===== config.mk =====
export PLATFORM = sky130hd
export DESIGN_NAME = noc_local_inject_arbiter_flat
export DESIGN_NICKNAME = d
export VERILOG_FILES = /design/src/rtl/noc_local_inject_arbiter_pkg.sv /design/src/rtl/noc_local_inject_arbiter_if.sv /design/src/rtl/noc_local_inject_arbiter_rr_pick.sv /design/src/rtl/noc_local_inject_arbiter.sv /design/src/flat_wrapper.sv
export SDC_FILE = /design/constraint.sdc
export NUM_CORES = 1
export LEC_CHECK = 0
export CAP_MARGIN = 20
export CELL_PAD_IN_SITES_DETAIL_PLACEMENT = 2
export CELL_PAD_IN_SITES_GLOBAL_PLACEMENT = 2
export CORE_AREA = 8 8 157 159
export CTS_CLUSTER_SIZE = 25
export DETAILED_ROUTE_END_ITERATION = 8
export DIE_AREA = 0 0 165 167
export GPL_ROUTABILITY_DRIVEN = 0
export PLACE_DENSITY_LB_ADDON = 0.3
export SETUP_SLACK_MARGIN = 0.4
export SYNTH_ARGS = -nofsm -noshare
export SYNTH_HDL_FRONTEND = slang
export SYNTH_SLANG_ARGS = --single-unit

===== constraint.sdc =====
create_clock -name clk -period 3.56 [get_ports clk]
set_clock_uncertainty 0.2 [all_clocks]
set_input_delay 0.89 -clock clk [delete_from_list [all_inputs] [get_ports clk]]
set_output_delay 0.89 -clock clk [all_outputs]
set_load 0.01 [all_outputs]

===== src/rtl/noc_local_inject_arbiter_pkg.sv =====
// Shared definitions for the tile-side NoC injection logic.
//   arb_state_e : injection arbiter FSM states
//   Port*       : mesh router port indices
//   noc_pkt_t   : packet layout at the default router widths
//   wrap_inc    : modulo-n increment used for round-robin pointers
package noc_local_inject_arbiter_pkg;

  typedef enum logic {
    ArbIdle,
    ArbBurst
  } arb_state_e;

  localparam int unsigned PortNorth = 0;
  localparam int unsigned PortEast  = 1;
  localparam int unsigned PortSouth = 2;
  localparam int unsigned PortWest  = 3;
  localparam int unsigned PortLocal = 4;
  localparam int unsigned NumPorts  = 5;

  localparam int unsigned NocDataWidth = 32;
  localparam int unsigned NocAddrWidth = 8;

  typedef struct packed {
    logic [NocAddrWidth-1:0] addr;
    logic [NocDataWidth-1:0] data;
  } noc_pkt_t;

  function automatic int unsigned wrap_inc(input int unsigned idx, input int unsigned n);
    return (idx + 1 >= n) ? 0 : idx + 1;
  endfunction

endpackage


===== src/rtl/noc_local_inject_arbiter_if.sv =====
// Handshake bundle between on-tile requesters, the injection arbiter and the
// router local input port.
//   req_valid/req_data/req_addr/req_mask : requester side, into the arbiter
//   req_ready                            : one-hot accept strobe, out of the arbiter
//   out_valid/out_data/out_addr          : to the router local input
//   out_ready                            : from the router local input
//   owner_id/busy                        : arbiter status
// The arbiter uses the slave modport; the requester/router side uses master.
interface noc_local_inject_arbiter_if #(
  parameter int unsigned N_REQ      = 4,
  parameter int unsigned DATA_WIDTH = 32,
  parameter int unsigned ADDR_WIDTH = 8
);
  localparam int unsigned ID_WIDTH = $clog2(N_REQ);

  logic [N_REQ-1:0]            req_valid;
  logic [N_REQ*DATA_WIDTH-1:0] req_data;
  logic [N_REQ*ADDR_WIDTH-1:0] req_addr;
  logic [N_REQ-1:0]            req_ready;
  logic [N_REQ-1:0]            req_mask;
  logic                        out_valid;
  logic [DATA_WIDTH-1:0]       out_data;
  logic [ADDR_WIDTH-1:0]       out_addr;
  logic                        out_ready;
  logic [ID_WIDTH-1:0]         owner_id;
  logic                        busy;

  modport slave (
    input  req_valid, req_data, req_addr, req_mask, out_ready,
    output req_ready, out_valid, out_data, out_addr, owner_id, busy
  );

  modport master (
    output req_valid, req_data, req_addr, req_mask, out_ready,
    input  req_ready, out_valid, out_data, out_addr, owner_id, busy
  );

endinterface


===== src/rtl/noc_local_inject_arbiter_rr_pick.sv =====
// Combinational cyclic priority picker.
//   req_i   : request vector
//   ptr_i   : highest-priority index (must be < N)
//   gnt_o   : one-hot grant of the first set request at or after ptr_i, wrapping
//   idx_o   : binary index of that grant
//   found_o : any request set
module noc_local_inject_arbiter_rr_pick #(
  parameter  int unsigned N   = 4,
  localparam int unsigned IdW = $clog2(N)
) (
  input  logic [N-1:0]   req_i,
  input  logic [IdW-1:0] ptr_i,
  output logic [N-1:0]   gnt_o,
  output logic [IdW-1:0] idx_o,
  output logic           found_o
);

  always_comb begin
    logic        hit;
    int unsigned j;
    hit     = 1'b0;
    j       = 0;
    gnt_o   = '0;
    idx_o   = '0;
    for (int unsigned k = 0; k < N; k++) begin
      j = (32'(ptr_i) + k) % N;
      if (!hit && req_i[j]) begin
        hit      = 1'b1;
        gnt_o[j] = 1'b1;
        idx_o    = IdW'(j);
      end
    end
    found_o = hit;
  end

endmodule


===== src/rtl/noc_local_inject_arbiter.sv =====
// Shares the router's single local injection port among N_REQ on-tile
// requesters with burst-limited round-robin arbitration. Accepted packets go
// through one registered output slot that feeds the router local input.
//   clk    : clock
//   rst    : asynchronous active-high reset
//   bus_io : requester handshake, router-side output slot and status
//            (see noc_local_inject_arbiter_if)
module noc_local_inject_arbiter
  import noc_local_inject_arbiter_pkg::*;
#(
  parameter int unsigned N_REQ      = 4,
  parameter int unsigned DATA_WIDTH = 32,
  parameter int unsigned ADDR_WIDTH = 8,
  parameter int unsigned BURST_MAX  = 4
) (
  input  logic                        clk,
  input  logic                        rst,
  noc_local_inject_arbiter_if.slave   bus_io
);

  localparam int unsigned ID_WIDTH = $clog2(N_REQ);
  localparam int unsigned CntW     = $clog2(BURST_MAX + 1);

  arb_state_e            state_q, state_d;
  logic [ID_WIDTH-1:0]   rr_ptr_q, rr_ptr_d;
  logic [ID_WIDTH-1:0]   owner_q, owner_d;
  logic [CntW-1:0]       cnt_q, cnt_d;
  logic                  out_valid_q, out_valid_d;
  logic [DATA_WIDTH-1:0] out_data_q, out_data_d;
  logic [ADDR_WIDTH-1:0] out_addr_q, out_addr_d;

  logic [N_REQ-1:0]      eligible;
  logic [N_REQ-1:0]      pick_gnt;
  logic [ID_WIDTH-1:0]   pick_idx;
  logic                  pick_found;
  logic [N_REQ-1:0]      req_ready;
  logic [ID_WIDTH-1:0]   acc_idx;
  logic                  accept;
  logic                  slot_free;

  assign eligible  = bus_io.req_valid & bus_io.req_mask;
  // The slot can take a new packet if empty or draining this cycle.
  assign slot_free = !out_valid_q || bus_io.out_ready;

  noc_local_inject_arbiter_rr_pick #(
    .N (N_REQ)
  ) u_rr_pick (
    .req_i   (eligible),
    .ptr_i   (rr_ptr_q),
    .gnt_o   (pick_gnt),
    .idx_o   (pick_idx),
    .found_o (pick_found)
  );

  // Arbitration FSM: next state, grant and accept strobe.
  always_comb begin
    state_d   = state_q;
    rr_ptr_d  = rr_ptr_q;
    owner_d   = owner_q;
    cnt_d     = cnt_q;
    accept    = 1'b0;
    acc_idx   = owner_q;
    req_ready = '0;

    // Gating on rst keeps req_ready low while reset is held, since the
    // combinational grant would otherwise see an empty slot and valid inputs.
    if (!rst && slot_free) begin
      unique case (state_q)
        ArbIdle: begin
          if (pick_found) begin
            accept    = 1'b1;
            acc_idx   = pick_idx;
            req_ready = pick_gnt;
            owner_d   = pick_idx;
            cnt_d     = CntW'(1);
            if (BURST_MAX == 1) begin
              rr_ptr_d = ID_WIDTH'(wrap_inc(32'(pick_idx), N_REQ));
            end else begin
              state_d = ArbBurst;
            end
          end
        end
        ArbBurst: begin
          if (eligible[owner_q]) begin
            accept             = 1'b1;
            req_ready[owner_q] = 1'b1;
            cnt_d              = cnt_q + 1'b1;
            if (cnt_d == CntW'(BURST_MAX)) begin
              rr_ptr_d = ID_WIDTH'(wrap_inc(32'(owner_q), N_REQ));
              state_d  = ArbIdle;
            end
          end else begin
            // Owner dropped out (invalid or masked): give up the rest of the burst.
            rr_ptr_d = ID_WIDTH'(wrap_inc(32'(owner_q), N_REQ));
            state_d  = ArbIdle;
          end
        end
        default: state_d = ArbIdle;
      endcase
    end
  end

  // Output slot next state.
  always_comb begin
    out_valid_d = out_valid_q;
    out_data_d  = out_data_q;
    out_addr_d  = out_addr_q;
    if (accept) begin
      out_valid_d = 1'b1;
      out_data_d  = bus_io.req_data[acc_idx*DATA_WIDTH +: DATA_WIDTH];
      out_addr_d  = bus_io.req_addr[acc_idx*ADDR_WIDTH +: ADDR_WIDTH];
    end else if (bus_io.out_ready) begin
      out_valid_d = 1'b0;
    end
  end

  always_ff @(posedge clk or posedge rst) begin
    if (rst) begin
      state_q     <= ArbIdle;
      rr_ptr_q    <= '0;
      owner_q     <= '0;
      cnt_q       <= '0;
      out_valid_q <= 1'b0;
      out_data_q  <= '0;
      out_addr_q  <= '0;
    end else begin
      state_q     <= state_d;
      rr_ptr_q    <= rr_ptr_d;
      owner_q     <= owner_d;
      cnt_q       <= cnt_d;
      out_valid_q <= out_valid_d;
      out_data_q  <= out_data_d;
      out_addr_q  <= out_addr_d;
    end
  end

  assign bus_io.req_ready = req_ready;
  assign bus_io.out_valid = out_valid_q;
  assign bus_io.out_data  = out_data_q;
  assign bus_io.out_addr  = out_addr_q;
  assign bus_io.owner_id  = owner_q;
  assign bus_io.busy      = (state_q == ArbBurst) || out_valid_q;

endmodule


===== src/flat_wrapper.sv =====
// flat-port wrapper written by rule: the top's interface ports become plain ports
module noc_local_inject_arbiter_flat import noc_local_inject_arbiter_pkg::*;
#(
  parameter int unsigned N_REQ      = 4,
  parameter int unsigned DATA_WIDTH = 32,
  parameter int unsigned ADDR_WIDTH = 8,
  parameter int unsigned BURST_MAX  = 4
)
  (clk, rst, bus_io_req_valid, bus_io_req_data, bus_io_req_addr, bus_io_req_mask, bus_io_out_ready, bus_io_req_ready, bus_io_out_valid, bus_io_out_data, bus_io_out_addr, bus_io_owner_id, bus_io_busy);
  noc_local_inject_arbiter_if #(.N_REQ(N_REQ), .DATA_WIDTH(DATA_WIDTH), .ADDR_WIDTH(ADDR_WIDTH)) bus_io_i ();
  input  logic clk;
  input  logic rst;
  input wire logic [$bits(bus_io_i.req_valid)-1:0] bus_io_req_valid;
  input wire logic [$bits(bus_io_i.req_data)-1:0] bus_io_req_data;
  input wire logic [$bits(bus_io_i.req_addr)-1:0] bus_io_req_addr;
  input wire logic [$bits(bus_io_i.req_mask)-1:0] bus_io_req_mask;
  input wire logic [$bits(bus_io_i.out_ready)-1:0] bus_io_out_ready;
  output wire logic [$bits(bus_io_i.req_ready)-1:0] bus_io_req_ready;
  output wire logic [$bits(bus_io_i.out_valid)-1:0] bus_io_out_valid;
  output wire logic [$bits(bus_io_i.out_data)-1:0] bus_io_out_data;
  output wire logic [$bits(bus_io_i.out_addr)-1:0] bus_io_out_addr;
  output wire logic [$bits(bus_io_i.owner_id)-1:0] bus_io_owner_id;
  output wire logic [$bits(bus_io_i.busy)-1:0] bus_io_busy;
  assign bus_io_i.req_valid = bus_io_req_valid;
  assign bus_io_i.req_data = bus_io_req_data;
  assign bus_io_i.req_addr = bus_io_req_addr;
  assign bus_io_i.req_mask = bus_io_req_mask;
  assign bus_io_i.out_ready = bus_io_out_ready;
  assign bus_io_req_ready = bus_io_i.req_ready;
  assign bus_io_out_valid = bus_io_i.out_valid;
  assign bus_io_out_data = bus_io_i.out_data;
  assign bus_io_out_addr = bus_io_i.out_addr;
  assign bus_io_owner_id = bus_io_i.owner_id;
  assign bus_io_busy = bus_io_i.busy;
  noc_local_inject_arbiter #(.N_REQ(N_REQ), .DATA_WIDTH(DATA_WIDTH), .ADDR_WIDTH(ADDR_WIDTH), .BURST_MAX(BURST_MAX)) u_core (.clk(clk), .rst(rst), .bus_io(bus_io_i));
endmodule

==> impl_metrics.env <==
export IMPL_clkTransAtPathRegs_ns=0.07
export IMPL_grt_max_degree=41
export IMPL_end_kind="output port"
export IMPL_firstDrtPassIters=4
export IMPL_cp_start_kind="input port"
export IMPL_cts_hold_buffers_added=0
export IMPL_rsz0062_at_grt="true"
export IMPL_postLayoutCoreUtil=0.428
export IMPL_syn_avg_cell_area_sq_um=9.61
export IMPL_drt_iter0_markers=227
export IMPL_critPathRequiredTime_ns=2.47
export IMPL_status="finished with violations"
export IMPL_vias_per_cell=5.21
export IMPL_numCtsBuffers=5
export IMPL_p_per_area_mw_per_mm2=808
export IMPL_worstPathBufferInverterCount=3
export IMPL_numPortBuffers=218
export IMPL_cts_max_path_buffers=2
export IMPL_ys_ff_latch=49
export IMPL_synth_ff_type="dfrtp_1"
export IMPL_synth_cells=496
export IMPL_yosysUniqueCellTypes=52
export IMPL_route_detailed_drc=0
export IMPL_start_util=0.214
export IMPL_cts_root_buffer="clkbuf_16"
export IMPL_cp_arrival_ns=2.66
export IMPL_slew_headroom=0.700
export IMPL_synth_nets=682
export IMPL_slowest_stage="mux4_2"
export IMPL_setup_slack_ns=-0.188
export IMPL_peakVddDrop_uv=351
export IMPL_crit_chain="buf_8 -> and2_4 -> mux4_2 -> buf_6 -> a222oi_1 -> a21boi_2 -> o21ai_2 -> buf_2"
export IMPL_n_antenna_cell=0
export IMPL_synth_edf_count=0
export IMPL_violations="negative setup slack"
export IMPL_core_sq_mm=0.0222
export IMPL_cts_tree="yes"
export IMPL_final_antenna_net_count=0
export IMPL_ios=219
export IMPL_synth_warning_count=0
export IMPL_report_final_hold_viol_count=0
export IMPL_cts_sinks=49
export IMPL_netlist_area_sq_mm=0.00476
export IMPL_grtUsageTotal=0.195
export IMPL_slew_viol_final=0
export IMPL_crit_fanout=4
export IMPL_grt_pass1_vias=6646
export IMPL_tightest_slew_ns=0.448
export IMPL_p_total_mw=7.69
export IMPL_yosysSeqAreaShare=0.257
export IMPL_cts_max_level=2
export IMPL_fmax_ghz=0.267
export IMPL_clock_latency_ns=0.30
export IMPL_drive_above_1_share=0.362
export IMPL_dp_slack_ns=-0.956
export IMPL_synthArstFlopShare=1.00
export IMPL_dp_cells=1015
export IMPL_drt_wirelength_per_cell_um=26.0
export IMPL_grt_overflow=0
export IMPL_setup_viol=4
export IMPL_fin_nets=969
export IMPL_max_cap_viol_count=0
export IMPL_layout_min_cycle_time_ns=3.75
export IMPL_syn2layout_area_growth_pct=99.7
export IMPL_die_h_um=167
export IMPL_routed_wl_mm=27.8
export IMPL_die_area_sq_mm=0.0276
export IMPL_hold_path_class="reg2reg"
export IMPL_rows=55
export IMPL_dpl_hpwl_mm=18.9
export IMPL_critPathTopFamily="compound AO/OA/AOI/OAI gates"
export IMPL_final_cell_count_no_fill=1069
export IMPL_path_class="in2out"
export IMPL_p_leak_nw=3.47
export IMPL_antenna_found_initial=0
export IMPL_grt_pass1_wl_mm=41.4
export IMPL_vias=5565
export IMPL_max_stage_delay_ns=0.52
export IMPL_fp_dieW_um=165
export IMPL_post_route_period_util=1.05
-- per-stage QoR --
step                hold slack, ns  cell area [sq um]  TNS [ns]
floorplan                    0.276               4820         0
global placement             0.289               7710    -16.85
detailed placement           0.310               7710    -22.49
CTS                          0.324               9240    -0.436
global route                 0.336               9520    -0.746
finish                       0.321               9520    -0.451
-- flip-flops by register name, summed over array words and instances, names as in the netlist --
signal,cells
u_core.bus_io.out_data,32
u_core.bus_io.out_addr,8
u_core.cnt_q,3
u_core.bus_io.owner_id,2
u_core.rr_ptr_q,2
u_core.bus_io.out_valid,1
u_core.state_q,1
-- metal layers --
metal	track usage	share of wire	up-vias	wire length (um)
li1	-	-	2530	-
met1	0.224	0.40	2793	11100
met2	0.355	0.52	197	14400
met3	0.0367	0.057	45	1580
met4	0.0596	0.027	0	747
met5	0	0	-	0
-- timing repair --
| item | 4_1_cts | 5_1_grt |
|---|---|---|
| setup buffers | 31 | 2 |
| setup endpoints to repair | 45 | 45 |
| resized for setup | 174 | 26 |
| pin swaps | 67 | 53 |
| cloned | 13 | 0 |
-- Yosys cell counts (all sizes together) (4+ instances only) --
cell / count / share of area
buf: 22 / 0.043
ha: 15 / 0.039
nor3: 12 / 0.025
a211oi: 31 / 0.080
nor2: 91 / 0.075
inv: 6 / 0.0053
a21boi: 7 / 0.011
a222oi: 5 / 0.011
a21oi: 43 / 0.045
a221o: 10 / 0.021
a221oi: 80 / 0.24
nand3: 6 / 0.0063
clkbuf: 25 / 0.020
nand2: 47 / 0.038
dfrtp: 49 / 0.26
o21ai: 15 / 0.016
and2: 4 / 0.0058
-- kinds of logic after synthesis --
kind of cell,Yosys count,synth area share
compound gates,202,0.447
simple gates,170,0.164
buf+inv,53,0.0683
flops,49,0.257
fa+ha+maj,15,0.0394
mux,5,0.0202
xor+xnor,2,0.00368
-- final cells by class --
cell class / count / area, sq um
clock buffer: 8 / 146
fill: 2266 / 12700
inverter: 6 / 48.8
multi-input combinational: 394 / 4080
sequential: 49 / 1230
tap: 285 / 357
timing repair buffer: 327 / 3660
-- power breakdown --
group | total, mW | internal (mW) | switching (mW)
clock network | 0.521 | 0.282 | 0.239
logic | 6.10 | 3.02 | 3.08
registers | 1.07 | 0.841 | 0.234
total | 7.69 | 4.15 | 3.55
-- worst paths after layout --
| check | slack (ns) | to | from | cells after the start |
|---|---|---|---|---|
| setup / recovery | -0.19 | bus_io_req_ready[1] | bus_io_req_mask[3] | 8 |
| setup reg to reg | 0.09 | u_core.bus_io.out_addr[0] | u_core.rr_ptr_q[0] | 16 |
| max in group asynchronous | 1.65 | u_core.rr_ptr_q[1] | rst | 4 |
| hold / removal | 0.32 | u_core.cnt_q[2] | u_core.cnt_q[2] | 1 |
| min in group asynchronous | 0.93 | u_core.bus_io.out_data[11] | rst | 3 |
| hold reg to reg | 0.32 | u_core.cnt_q[2] | u_core.cnt_q[2] | 1 |
-- placed cells by master (no fill, tap or decap), types with 3 or more instances in the layout --
cell / Yosys / final
buf_12: 3 / 23
a222oi_1: 5 / 5
nor3_2: 10 / 10
a21boi_2: 0 / 4
a21oi_1: 43 / 43
mux4_2: 3 / 3
buf_4: 2 / 53
buf_2: 9 / 5
a221oi_4: 0 / 62
buf_6: 7 / 21
nor2_1: 90 / 87
nor2_4: 0 / 3
ha_1: 15 / 14
o21ai_0: 13 / 9
a221o_1: 10 / 10
clkbuf_16: 0 / 5
nand2_1: 46 / 45
inv_2: 0 / 3
clkdlybuf4s50_1: 0 / 206
buf_16: 0 / 14
a211oi_2: 30 / 30
buf_8: 0 / 4
o21ai_2: 0 / 4
dfrtp_1: 49 / 48
nand3_1: 6 / 6
and2_4: 1 / 4
a221oi_2: 70 / 17
No activity file was read; power rests on OpenSTA's default activity.
